<file path="src/rtl/alu_mux_arbiter.sv">
// alu_mux_arbiter: shares one combinational ALU among N_REQ requesters.
// A winner is chosen when the arbiter is idle, and its op/operands are latched onto the ALU inputs.
// The ALU inputs are then held for SETTLE_CYCLES so the ALU output can settle.
// The ALU result is then captured and returned with a one-cycle done pulse.
// Optional macro ALU_ARB_FIXED_PRIO_EN: fixed priority (lowest index wins)
// instead of the default round-robin.
module alu_mux_arbiter #(
  parameter int N_REQ         = 4,
  parameter int WIDTH         = 32,
  parameter int SETTLE_CYCLES = 2
) (
  input  logic                   clk,
  input  logic                   reset,
  input  logic [N_REQ-1:0]       req,
  input  logic [3*N_REQ-1:0]     op_flat,
  input  logic [WIDTH*N_REQ-1:0] a_flat,
  input  logic [WIDTH*N_REQ-1:0] b_flat,
  output logic [N_REQ-1:0]       gnt,
  output logic [N_REQ-1:0]       done,
  output logic [WIDTH-1:0]       result,
  output logic [2:0]             alu_sel,
  output logic [WIDTH-1:0]       alu_a,
  output logic [WIDTH-1:0]       alu_b,
  input  logic [WIDTH-1:0]       alu_result
);

  localparam int IW = (N_REQ > 1) ? $clog2(N_REQ) : 1;
  localparam int CW = (SETTLE_CYCLES > 1) ? $clog2(SETTLE_CYCLES) : 1;

  typedef enum logic [1:0] {
    IDLE   = 2'd0,
    SETTLE = 2'd1,
    DONE   = 2'd2
  } state_e;

  state_e            state_q, state_d;
  logic [CW-1:0]     cnt_q, cnt_d;
  logic [N_REQ-1:0]  gnt_q, gnt_d;
  logic [N_REQ-1:0]  done_q, done_d;
  logic [WIDTH-1:0]  result_q, result_d;
  logic [2:0]        sel_q, sel_d;
  logic [WIDTH-1:0]  a_q, a_d;
  logic [WIDTH-1:0]  b_q, b_d;
`ifndef ALU_ARB_FIXED_PRIO_EN
  logic [IW-1:0]     win_q, win_d;
  logic [IW-1:0]     rr_q, rr_d;
`endif

  logic              win_vld;
  logic [IW-1:0]     win_idx;
  logic [2:0]        win_op;
  logic [WIDTH-1:0]  win_a;
  logic [WIDTH-1:0]  win_b;

  // Winner search: round-robin is done as two passes over fixed indices
  // (indices >= rr_ptr first, then from 0) so every index is a constant.
  always_comb begin
    win_vld = 1'b0;
    win_idx = '0;
`ifndef ALU_ARB_FIXED_PRIO_EN
    for (int unsigned i = 0; i < N_REQ; i++) begin
      if (!win_vld && req[i] && (IW'(i) >= rr_q)) begin
        win_vld = 1'b1;
        win_idx = IW'(i);
      end
    end
`endif
    for (int unsigned i = 0; i < N_REQ; i++) begin
      if (!win_vld && req[i]) begin
        win_vld = 1'b1;
        win_idx = IW'(i);
      end
    end
  end

  // Select the winner's op and operands from the flattened request buses.
  always_comb begin
    win_op = '0;
    win_a  = '0;
    win_b  = '0;
    for (int unsigned i = 0; i < N_REQ; i++) begin
      if (win_idx == IW'(i)) begin
        win_op = op_flat[3*i +: 3];
        win_a  = a_flat[WIDTH*i +: WIDTH];
        win_b  = b_flat[WIDTH*i +: WIDTH];
      end
    end
  end

  // FSM next-state and registered-output logic.
  always_comb begin
    state_d  = state_q;
    cnt_d    = cnt_q;
    gnt_d    = gnt_q;
    done_d   = done_q;
    result_d = result_q;
    sel_d    = sel_q;
    a_d      = a_q;
    b_d      = b_q;
`ifndef ALU_ARB_FIXED_PRIO_EN
    win_d    = win_q;
    rr_d     = rr_q;
`endif
    unique case (state_q)
      IDLE: begin
        if (win_vld) begin
          gnt_d          = '0;
          gnt_d[win_idx] = 1'b1;
          sel_d          = win_op;
          a_d            = win_a;
          b_d            = win_b;
          cnt_d          = CW'(SETTLE_CYCLES - 1);
          state_d        = SETTLE;
`ifndef ALU_ARB_FIXED_PRIO_EN
          win_d          = win_idx;
`endif
        end
      end
      SETTLE: begin
        if (cnt_q != '0) begin
          cnt_d = cnt_q - CW'(1);
        end else begin
          result_d = alu_result;
          done_d   = gnt_q;
          state_d  = DONE;
        end
      end
      DONE: begin
        done_d  = '0;
        gnt_d   = '0;
        state_d = IDLE;
`ifndef ALU_ARB_FIXED_PRIO_EN
        rr_d    = (win_q == IW'(N_REQ - 1)) ? '0 : win_q + IW'(1);
`endif
      end
      default: state_d = IDLE;
    endcase
  end

  // State and output registers with synchronous reset.
  always_ff @(posedge clk) begin
    if (reset) begin
      state_q  <= IDLE;
      cnt_q    <= '0;
      gnt_q    <= '0;
      done_q   <= '0;
      result_q <= '0;
      sel_q    <= '0;
      a_q      <= '0;
      b_q      <= '0;
`ifndef ALU_ARB_FIXED_PRIO_EN
      win_q    <= '0;
      rr_q     <= '0;
`endif
    end else begin
      state_q  <= state_d;
      cnt_q    <= cnt_d;
      gnt_q    <= gnt_d;
      done_q   <= done_d;
      result_q <= result_d;
      sel_q    <= sel_d;
      a_q      <= a_d;
      b_q      <= b_d;
`ifndef ALU_ARB_FIXED_PRIO_EN
      win_q    <= win_d;
      rr_q     <= rr_d;
`endif
    end
  end

  assign gnt     = gnt_q;
  assign done    = done_q;
  assign result  = result_q;
  assign alu_sel = sel_q;
  assign alu_a   = a_q;
  assign alu_b   = b_q;

endmodule

</file>
<file path="config.mk">
export PLATFORM = sky130hd
export DESIGN_NAME = alu_mux_arbiter
export DESIGN_NICKNAME = d
export VERILOG_FILES = /design/src/rtl/alu_mux_arbiter.sv
export SDC_FILE = /design/constraint.sdc
export NUM_CORES = 1
export LEC_CHECK = 0
export ABC_CLOCK_PERIOD_IN_PS = 2300
export CAP_MARGIN = 25
export CORE_AREA = 4 4 159 161
export CTS_CLUSTER_DIAMETER = 50
export CTS_CLUSTER_SIZE = 14
export DETAILED_ROUTE_END_ITERATION = 6
export DIE_AREA = 0 0 163 165
export PLACE_DENSITY_LB_ADDON = 0.3
export SLEW_MARGIN = 5
export SYNTH_ARGS = -nofsm -noshare
export SYNTH_HDL_FRONTEND = slang
export SYNTH_SLANG_ARGS = --single-unit
</file>
<file path="constraint.sdc">
create_clock -name clk -period 2.3 [get_ports clk]
set_clock_uncertainty 0.05 [all_clocks]
set_input_delay 0.23 -clock clk [delete_from_list [all_inputs] [get_ports clk]]
set_output_delay 0.23 -clock clk [all_outputs]
set_load 0.02 [all_outputs]
</file>
Word-level counts from Yosys, hierarchy flattened
Index checks and enable logic that the tools add are counted.

Multiplexer cells: 40. $lt $le $gt $ge: 6. Shift-type cells: 0. Bitwise logic cells: 1. Reduce and logical (&&, ||, !) cells: 30. Divide/modulo/power cells: 0. Eq/ne operators: 8. Add/sub/neg operators: 2. Multipliers: 0.

Operators by type and width (number): two-way mux 32 bit (8); two-way mux 2 bit (9); case mux 4 bit (2 select lines) (2); logical AND 1 bit (12); two-way mux 1 bit (12); two-way mux 3 bit (4); AND reduction 2 bit (6); equality test 2 bit, second input constant (4); two-way mux 4 bit (2); zero test 1 bit (7); nonzero test 2 bit (3); equality test 2 x 1 -> 1 bit, second input constant (2); >= comparator 1 x 2 -> 1 bit, first input constant (2); >= comparator 2 bit, first input constant (2); zero test 2 bit (2); inequality test 2 bit, second input constant (2); case mux 2 bit (2 select lines) (1); less-than comparator 2 x 3 -> 1 bit, second input constant (1); adder 2 x 1 -> 2 bit, second input constant (1); demux 1 bit (select 2 bit) (1); >= comparator 2 x 1 -> 1 bit, second input constant (1); case mux 1 bit (2 select lines) (1); NOT 1 bit (1); subtractor 1 bit, second input constant (1).

Memories kept: 0. Output and inout port bits: 107. Input bits: 306. Word-level logic and storage cells: 97. ROM bits: 0. Flip-flop bits (word level): 114. Bits in latches: 0. RAM bits: 0.

Logic depth before layout (Yosys ltp)
Gate-level depths: netlist of the first run.

Depth after elaboration: 33. Depth in mapped cells: 8. Gate-level depth less buffers: 5.

Least setup slack after synthesis of the first run
OpenSTA, ideal clock, no wires.

Path kind: register to register. Start: register rr_q[1]. End: register a_q[25], in the netlist alu_a[25]. Buffers on the path: 2. Path slack: 0.552 ns. Period minus slack after synthesis: 1.748 ns. Data required time: 2.127 ns. Library setup time: 0.123 ns. Arrival time: 1.575 ns. Cell stages (with the launch flop): 8. Cell sequence: dfxtp_1 > mux2i_1 > nor2_2 > nor3_1 > buf_2 > buf_2 > mux2i_1 > o211ai_2.

Longest elaborated chain between the ends: 32. Elaborated cells on any way between the ends: 46. Those cells by class: 4 x order compare; 3 x eq/ne; 19 x mux; 20 x reduce/logical.

Ends and longest elaborated chain: start, declared (RTL line 46) `logic [IW-1:0] rr_q, rr_d;`; start signal, assigned (RTL line 166) `rr_q <= rr_d;`; >= comparator 1 x 2 -> 1 bit (RTL line 62) `if (!win_vld && req[i] && (IW'(i) >= rr_q)) begin`; logical AND 1 bit (RTL line 62); two-way mux 1 bit (RTL line 62); zero test 1 bit (RTL line 62); logical AND 1 bit (2 in series) (RTL line 62); two-way mux 1 bit (RTL line 62); zero test 1 bit (RTL line 62); logical AND 1 bit (2 in series) (RTL line 62); [... 11 more ...]; zero test 1 bit (RTL line 69) `if (!win_vld && req[i]) begin`; logical AND 1 bit (RTL line 69); two-way mux 1 bit (RTL line 69); zero test 1 bit (RTL line 69); logical AND 1 bit (RTL line 69); two-way mux 2 bit (RTL line 69); zero test 2 bit (RTL line 82) `if (win_idx == IW'(i)) begin`; two-way mux 32 bit (4 in series) (RTL line 82); end signal, assigned (RTL line 149) `a_q <= '0;`; end signal, assigned (RTL line 162) `a_q <= a_d;`; end, declared (RTL line 42) `logic [WIDTH-1:0] a_q, a_d;`.

Parallel ways exist; a longest one is shown, timed or not. A chain may end at the register's enable or synchronous reset.

Worst setup path in the final report of the first run
Start: register rr_q[1]. End: register b_q[4], in the netlist alu_b[4].

Longest elaborated chain between the ends: 32. Elaborated cells on any way between the ends: 46. Those cells by class: 4 x order compare; 3 x eq/ne; 19 x mux; 20 x reduce/logical.

Ends and longest elaborated chain: >= comparator 1 x 2 -> 1 bit (RTL line 62); logical AND 1 bit (RTL line 62); two-way mux 1 bit (RTL line 62); zero test 1 bit (RTL line 62); logical AND 1 bit (2 in series) (RTL line 62); two-way mux 1 bit (RTL line 62); zero test 1 bit (RTL line 62); logical AND 1 bit (2 in series) (RTL line 62); [... 11 more ...]; zero test 1 bit (RTL line 69); logical AND 1 bit (RTL line 69); two-way mux 1 bit (RTL line 69); zero test 1 bit (RTL line 69); logical AND 1 bit (RTL line 69); two-way mux 2 bit (RTL line 69); zero test 2 bit (RTL line 82); two-way mux 32 bit (4 in series) (RTL line 82); end signal, assigned (RTL line 150) `b_q <= '0;`; end signal, assigned (RTL line 163) `b_q <= b_d;`; end, declared (RTL line 43) `logic [WIDTH-1:0] b_q, b_d;`.

Parallel ways exist; a longest one is shown, timed or not.

==> impl_summary.log, run 1 <==
INFO  metric combinationalPowerShare = about a third
INFO  metric synth-edff-count = 0
INFO  metric source_of_the_worst_hold_timing_path = reset
INFO  metric rr_worst_depth = 6
INFO  metric number_of_i_o_pins = slightly above 400
INFO  metric via_count = 7889
INFO  metric syn_to_final_growth = 79.4%
INFO  metric place_hpwl = 22500 um
INFO  metric num_antenna_cells = 0
INFO  metric coreArea = 24000 um^2
INFO  metric crit_buf_inv = 1
INFO  metric critPathSlowestCell = sky130_fd_sc_hd__o31ai_1
INFO  metric dr_vias_cell = 5.23
INFO  metric report.final.hold_viol_count = 0
INFO  metric cts_inserted_buffers = 17
INFO  metric syn_inst = 782
INFO  metric cts_resized = 0
INFO  metric clkTransAtPathRegs = approximately 0.070 ns
INFO  metric clock_tree_from_tritoncts = done
INFO  metric post_synth_instance_area = 6650 um^2
INFO  metric pwr-share-seq = 31.2%
INFO  metric net-switching-power = ~0.0024 W
INFO  metric post-layout-total-power = roughly 0.0074 W
INFO  metric initial_antenna_violation_count = 0
INFO  metric number_of_cells_traversed_by_the_worst_hold_path = 3
INFO  metric grt_pass1_vias = between 7000 and 8000
INFO  metric grt_first_pass_wirelength = 45600 um
INFO  metric gr-usage-all-layers = 21.7%
INFO  metric ctsLongestPathBuffers = 2
INFO  metric drive_gt1_share = 9.79%
INFO  metric yosys_warnings = 0
INFO  metric initial_utilization = between 20% and 30%
INFO  metric io_buffer_count = roughly 400
INFO  metric leakage = 4.35 nW
INFO  metric cp_data_arrival_time = 2.35 ns
INFO  metric maximum_number_of_pins_on_one_net_before_global_route_repair = 45
INFO  metric wl = about 31000 um
INFO  metric asyncSetResetFlopFracSynth = 0%
INFO  metric startpoint_type_of_the_worst_setup_path = flip-flop
INFO  metric setup.worst_path.end_class = flip-flop
INFO  metric min_delay_worst_endpoint = rr_q[1]$_SDFFE_PP0P_
INFO  metric finalNetCount = 1479
INFO  metric clock_sink_count = 114
INFO  metric final.hold.worst_slack = 0.239 ns
INFO  metric worstPathCellList = mux2i_1 > nor2_4 > buf_4 > o31ai_1 > a211o_1 > o211ai_1
INFO  metric required = approximately 2.6 ns
INFO  metric rows = 57
INFO  metric max-vdd-ir-drop = 0.000433 V
INFO  metric cellInternalPower = 0.00501 W
INFO  metric max_cap_violation_count = 0
INFO  metric timing.final.max_slew_violations = 0
INFO  metric p_sw_share = 32.6%
INFO  metric cts_h_tree_depth = 4
INFO  metric rsz_0062_raised_after_global_routing = no
INFO  metric drt-pass1-iter-count = 7
INFO  metric critPathMaxFanout = 23
INFO  metric largest_stage_delay_on_the_critical_path = between 0.5 and 0.6 ns
INFO  metric netlist-cell-type-count = 39
INFO  metric clk_root_buffer_cell = sky130_fd_sc_hd__clkbuf_16
INFO  metric max-slew-margin-rel = between 50% and 60%
INFO  metric dieWidth = 163 um
INFO  metric avgRoutedWirePerCell = 20.6 um
INFO  metric power_frac_clock = 36.3%
INFO  metric regToRegStartpoint = rr_q[1]$_SDFFE_PP0P_
INFO  metric number_of_remaining_drc_errors = 0
INFO  metric post_cts.repair.setup_buffers = 0
INFO  metric dpl.cell_count = 1477
INFO  metric rr_endpoint = alu_b[4]$_SDFFE_PP0P_
INFO  metric seq_area_frac_synth = 34.3%
INFO  metric criticalPathCategory = flip-flop to flip-flop
INFO  metric cts_hold_buf = 0
INFO  metric critPathTopFamily = compound AO/OA/AOI/OAI gates
INFO  metric congestion_overflow_gr = 0
INFO  metric postSynthNetCount = around 1100
INFO  metric clock_latency = 0.42 ns
INFO  metric drtAntennaViolNets = 0
INFO  metric tightest_slew = ~0.63 ns
INFO  metric power_density = 624 nW/um^2
INFO  metric die_height = between 150 and 200 um
INFO  metric outcome = finished, final reports clean
INFO  metric synth_ff_type = sky130_fd_sc_hd__dfxtp_1
INFO  metric min_period_over_period = 91.2%
INFO  metric instances_no_fill = between 1500 and 2000
INFO  metric design.die.area = around 27000 um^2
INFO  metric ys_ff_latch = around 110
INFO  metric first_iter_violations = between 400 and 500
INFO  metric synthesis.area_per_instance = 8.50 um^2
INFO  metric worst_hold_path_type = primary input to flip-flop
INFO  metric maximum_operating_frequency = approximately 480 MHz
INFO  metric final_period_minus_worst_setup_slack = 2.10 ns
INFO  metric place_congestion = 0.840
INFO  metric final-setup-viol-count = 0
INFO  metric r2r_slack = 0.20 ns
power groups by stage:
stage / combinational (W) / clock (W) / sequential [W]
2_1_floorplan: 0.000877 / 0 / 0.00260
3_3_place_gp: 0.00240 / 0 / 0.00236
3_5_place_dp: 0.00242 / 0 / 0.00236
4_1_cts: 0.00243 / 0.00278 / 0.00232
5_1_grt: 0.00257 / 0.00288 / 0.00235
6_report: 0.00242 / 0.00270 / 0.00232
synth_stat cells, types with 3 or more instances:
cell	number	area, um^2
sky130_fd_sc_hd__a211o_1	66	578
sky130_fd_sc_hd__a21oi_1	46	230
sky130_fd_sc_hd__a22oi_1	3	22.5
sky130_fd_sc_hd__buf_1	3	11.3
sky130_fd_sc_hd__buf_2	39	195
sky130_fd_sc_hd__buf_4	6	45.0
sky130_fd_sc_hd__buf_6	12	135
sky130_fd_sc_hd__clkbuf_1	30	113
sky130_fd_sc_hd__clkbuf_4	3	22.5
sky130_fd_sc_hd__dfxtp_1	114	2280
sky130_fd_sc_hd__inv_1	3	11.3
sky130_fd_sc_hd__mux2i_1	70	701
sky130_fd_sc_hd__nand2_1	139	522
sky130_fd_sc_hd__nand2b_1	3	18.8
sky130_fd_sc_hd__nand4_1	66	413
sky130_fd_sc_hd__nor2_1	18	67.6
sky130_fd_sc_hd__o211ai_1	51	383
sky130_fd_sc_hd__o211ai_2	15	188
sky130_fd_sc_hd__o31ai_1	66	495
state kept, by name, indices dropped and copies added (netlist names):
signal,cells
done,4
state_q,2
alu_sel,3
cnt_q,1
gnt,4
alu_a,32
win_q,2
alu_b,32
rr_q,2
result,32
worst max path at each step:
| stage | startpoint | to | slack [ns] | cells after the start |
|---|---|---|---|---|
| detailed placement | req[2] | alu_b[4]$_SDFFE_PP0P_ | -0.1 | 7 |
| global placement | req[2] | alu_b[4]$_SDFFE_PP0P_ | -0.17 | 7 |
| floorplan | rr_q[1]$_SDFFE_PP0P_ | alu_a[25]$_SDFFE_PP0P_ | 0.55 | 7 |
| CTS | rr_q[1]$_SDFFE_PP0P_ | alu_b[4]$_SDFFE_PP0P_ | 0.19 | 6 |
| finish | rr_q[1]$_SDFFE_PP0P_ | alu_b[4]$_SDFFE_PP0P_ | 0.20 | 6 |
| global route | rr_q[1]$_SDFFE_PP0P_ | alu_a[14]$_SDFFE_PP0P_ | 0.09 | 7 |
worst register-to-register path: cells and delay by family (launching register included):
family                 cells  cell delay (ns)
AND/OR/NAND/NOR            1             0.07
flip-flops                 1             0.38
AO/OA/AOI/OAI              3             0.91
buffers and inverters      1             0.24
multiplexers               1             0.34
cell usage in the layout, fill, tap and decap left out, types with 2 or more instances in the layout:
cell type and instances:
sky130_fd_sc_hd__a211o_1 66, sky130_fd_sc_hd__a21oi_1 46, sky130_fd_sc_hd__a22oi_1 3, sky130_fd_sc_hd__a32oi_1 2
sky130_fd_sc_hd__buf_12 20, sky130_fd_sc_hd__buf_4 32, sky130_fd_sc_hd__clkbuf_16 17, sky130_fd_sc_hd__clkdlybuf4s50_1 411
sky130_fd_sc_hd__clkinvlp_4 3, sky130_fd_sc_hd__dfxtp_1 114, sky130_fd_sc_hd__inv_1 3, sky130_fd_sc_hd__inv_6 7
sky130_fd_sc_hd__inv_8 4, sky130_fd_sc_hd__mux2i_1 70, sky130_fd_sc_hd__nand2_1 139, sky130_fd_sc_hd__nand2b_1 3
sky130_fd_sc_hd__nand3b_1 2, sky130_fd_sc_hd__nand4_1 66, sky130_fd_sc_hd__nor2_1 17, sky130_fd_sc_hd__nor2_4 3
sky130_fd_sc_hd__nor2b_1 2, sky130_fd_sc_hd__nor3_2 2, sky130_fd_sc_hd__o211ai_1 51, sky130_fd_sc_hd__o211ai_2 15
sky130_fd_sc_hd__o21ai_0 2, sky130_fd_sc_hd__o31ai_1 66, sky130_fd_sc_hd__or3_1 2
routing by layer:
metal	GRT usage, %	wire [um]	vias up
li1	-	-	3745
met1	27.2	12700	3702
met2	36.1	15000	401
met3	6.94	2820	41
met4	6.37	580	0
met5	0	0	-
through the flow:
step	TNS [ns]	util [%]	area (um^2)	setup slack [ns]
after detailed placement	-0.147	47.3	11300	-0.0956
after global routing	0	49.8	11900	0.0918
after global placement	-0.170	47.3	11300	-0.170
after CTS	0	49.8	11900	0.186
after floorplan	0	-	6650	0.552
final	0	49.8	11900	0.203
final cells by class:
type                       count  area, um^2
fill                        2335       12000
timing repair buffer         464        4760
multi-input combinational    572        3890
sequential                   114        2280
clock buffer                  17         425
tap                          324         405
clock inverter                15         159
inverter                       3        11.3
cell families after synthesis:
family	share of synthesized area (%)
fa+ha+maj	0.188
flops	34.3
buf+inv	8.02
simple gates	17.4
mux	10.5
compound gates	29.5
(Power assumes the default switching activity.)
==> run 2: changes to the inputs <==
--- a/config.mk
+++ b/config.mk
@@ -5,6 +5,7 @@
 export SDC_FILE = /design/constraint.sdc
 export NUM_CORES = 1
 export LEC_CHECK = 0
+export ABC_AREA = 1
 export ABC_CLOCK_PERIOD_IN_PS = 2300
 export CAP_MARGIN = 25
 export CORE_AREA = 4 4 159 161
==> run 2 against run 1 <==
First-iteration DRC count shrank 8.7%. Register-to-register slack better by 0.14 ns. Setup slack improved by 0.14 ns. Total power grew 5.4%. Critical path depth rose by 6. Largest power group unchanged.
==> impl_summary.log, run 2 <==
INFO  metric maximum_number_of_pins_on_one_net_before_global_route_repair = 56
INFO  metric required = 2.58 ns
INFO  metric clock_tree_from_tritoncts = done
INFO  metric maximum_operating_frequency = 511 MHz
INFO  metric place_hpwl = 21500 um
INFO  metric yosys_warnings = 0
INFO  metric most_common_cell_in_the_netlist = sky130_fd_sc_hd__nand2_1
INFO  metric source_of_the_worst_hold_timing_path = reset
INFO  metric post_synth_instance_area = 6670 um^2
INFO  metric design.die.area = 26900 um^2
INFO  metric cts_h_tree_depth = 4
INFO  metric cts_hold_buf = 0
INFO  metric postSynthNetCount = 1286
INFO  metric regToRegStartpoint = rr_q[1]$_SDFFE_PP0P_
INFO  metric die_height = 165 um
INFO  metric outcome = finished, final reports clean
INFO  metric number_of_remaining_drc_errors = 0
INFO  metric avgRoutedWirePerCell = approximately 17 um
INFO  metric first_iter_violations = 398
INFO  metric netlist-cell-type-count = 25
INFO  metric clock_sink_count = approximately 110
INFO  metric final-setup-viol-count = 0
INFO  metric drive_gt1_share = approximately an eighth
INFO  metric max-slew-margin-rel = between 60 and 70%
INFO  metric max_cap_violation_count = 0
INFO  metric r2r_slack = approximately 0.34 ns
INFO  metric grt_first_pass_wirelength = 43000 um
INFO  metric leakage = 4.41 nW
INFO  metric place_congestion = 0.932
INFO  metric dieWidth = 163 um
INFO  metric via_count = 8011
INFO  metric clkTransAtPathRegs = roughly 0.06 ns
INFO  metric cts_resized = 0
INFO  metric startpoint_of_the_most_critical_setup_path = rr_q[1]$_SDFFE_PP0P_
INFO  metric setup.worst_path.end_class = flip-flop
INFO  metric syn_inst = between 900 and 1000
INFO  metric layout.cells.most_common_list = 411 x sky130_fd_sc_hd__clkdlybuf4s50_1, 226 x sky130_fd_sc_hd__nand2_1, 165 x sky130_fd_sc_hd__nand3_1, 143 x sky130_fd_sc_hd__nor2_1, 114 x sky130_fd_sc_hd__dfxtp_1
INFO  metric initial_utilization = between 20% and 30%
INFO  metric asyncSetResetFlopFracSynth = 0%
INFO  metric final_core_util = 48.8%
INFO  metric initial_antenna_violation_count = 2
INFO  metric synth.top_cell.area_share = around a third
INFO  metric dr_vias_cell = roughly 4.7
INFO  metric synth-edff-count = 0
INFO  metric ys_ff_latch = about 110
INFO  metric min_period_over_period = 85.0%
INFO  metric final_common_cell = sky130_fd_sc_hd__clkdlybuf4s50_1
INFO  metric clk_root_buffer_cell = sky130_fd_sc_hd__clkbuf_16
INFO  metric largest_area_contributor_in_the_netlist = sky130_fd_sc_hd__dfxtp_1
INFO  metric seq_area_frac_synth = roughly a third
INFO  metric synthesis.area_per_instance = 6.81 um^2
INFO  metric post_synth_main_area_contributors = sky130_fd_sc_hd__dfxtp_1 34%, sky130_fd_sc_hd__nand2_1 13%, sky130_fd_sc_hd__nand3_1 12%, sky130_fd_sc_hd__nor2_1 8.1%, sky130_fd_sc_hd__nand3_2 6.5%
INFO  metric fin_setup_tns = 0 ns
INFO  metric cts_inserted_buffers = 17
INFO  metric timing.final.max_slew_violations = 0
INFO  metric final_period_minus_worst_setup_slack = 1.96 ns
INFO  metric ctsLongestPathBuffers = 2
INFO  metric rsz_0062_raised_after_global_routing = no
INFO  metric rows = between 50 and 60
INFO  metric max-vdd-ir-drop = 0.000331 V
INFO  metric worst_hold_path_type = primary input to flip-flop
INFO  metric wl = around 28000 um
INFO  metric coreArea = 24000 um^2
INFO  metric gr-usage-all-layers = 20.2%
INFO  metric number_of_i_o_pins = 413
INFO  metric power_density = around 670 nW/um^2
INFO  metric finalNetCount = around 1700
INFO  metric synthTopCellsByCount = 228 x sky130_fd_sc_hd__nand2_1, 165 x sky130_fd_sc_hd__nand3_1, 144 x sky130_fd_sc_hd__nor2_1
INFO  metric congestion_overflow_gr = 0
INFO  metric clock_latency = 0.41 ns
INFO  metric report.final.hold_viol_count = 0
INFO  metric cp_data_arrival_time = ~2.2 ns
INFO  metric drtAntennaViolNets = 0
INFO  metric syn_to_final_growth = 75.6%
INFO  metric tightest_slew = 0.480 ns
INFO  metric drt-pass1-iter-count = 5
INFO  metric synth_ff_type = sky130_fd_sc_hd__dfxtp_1
INFO  metric io_buffer_count = 412
INFO  metric post_cts.repair.setup_buffers = 0
INFO  metric criticalPathCategory = flip-flop to flip-flop
INFO  metric startpoint_type_of_the_worst_setup_path = flip-flop
INFO  metric critPathMaxFanout = 45
INFO  metric grt_pass1_vias = 7909
-- run 2: path summary, 6_finish.rpt --
check / to / depth (start not counted)
setup / recovery: alu_b[9]$_SDFFE_PP0P_ / 12
hold / removal: alu_b[20]$_SDFFE_PP0P_ / 2
setup reg to reg: alu_b[9]$_SDFFE_PP0P_ / 12
hold reg to reg: result[16]$_SDFFE_PP0P_ / 2
-- run 2: area by class of cell --
class	count	area (um^2)
Timing Repair Buffer	444	4510
Fill cell	2396	12300
Clock buffer	17	425
Sequential cell	114	2280
Clock inverter	15	196
Tap cell	324	405
Antenna cell	2	5.00
Multi-Input combinational cell	770	3830
Inverter	12	47.5
-- run 2: layer usage --
layer / vias up / GRT usage [%] / routed length (um)
li1: 4033 / - / -
met1: 3612 / 23.4 / 11300
met2: 324 / 35.0 / 14000
met3: 42 / 6.41 / 2360
met4: 0 / 7.32 / 705
met5: - / 0 / 0
-- run 2: worst max-delay path: stages, from the launching register on --
cell,delay (ns)
sky130_fd_sc_hd__dfxtp_1,0.37
sky130_fd_sc_hd__nand2_1,0.09
sky130_fd_sc_hd__nand2_2,0.08
sky130_fd_sc_hd__nand2_2,0.08
sky130_fd_sc_hd__nor2_4,0.16
sky130_fd_sc_hd__nand3_2,0.10
sky130_fd_sc_hd__nand2_4,0.12
sky130_fd_sc_hd__buf_12,0.24
sky130_fd_sc_hd__buf_4,0.20
sky130_fd_sc_hd__nand3_1,0.08
sky130_fd_sc_hd__nand3_1,0.10
sky130_fd_sc_hd__nand2_1,0.05
sky130_fd_sc_hd__a21oi_1,0.14
-- run 2: stage by stage --
| stage | cell area (um^2) | hold WS, ns | std cells | worst slack [ns] | power (W) |
|---|---|---|---|---|---|
| final | 11700 | 0.216 | 1698 | 0.344 | 0.00784 |
| after CTS | 11700 | 0.189 | 1696 | 0.347 | 0.00795 |
| after detailed placement | 11100 | 0.402 | 1664 | 0.0256 | 0.00505 |
| after floorplan | 6670 | 0.328 | 979 | 0.651 | 0.00377 |
| after global routing | 11700 | 0.211 | 1698 | 0.184 | 0.00826 |
| after global placement | 11100 | 0.398 | 1664 | 0.112 | 0.00503 |
-- run 2: kinds of logic (layout without fill, tap and decap cells) --
logic type | Yosys count | count (layout) | synth area share [%]
simple gates | 588 | 588 | 40.8
other cells | 0 | 2 | 0
fa+ha+maj | 1 | 1 | 0.188
buf+inv | 95 | 488 | 8.49
flops | 114 | 114 | 34.2
compound gates | 181 | 181 | 16.3
-- run 2: where the power goes --
group | internal, W | total (W) | leakage [nW] | switching, W
combinational | 0.00131 | 0.00269 | 3.17 | 0.00138
sequential | 0.00219 | 0.00231 | 0.936 | 0.000119
clock | 0.00174 | 0.00284 | 0.307 | 0.00110
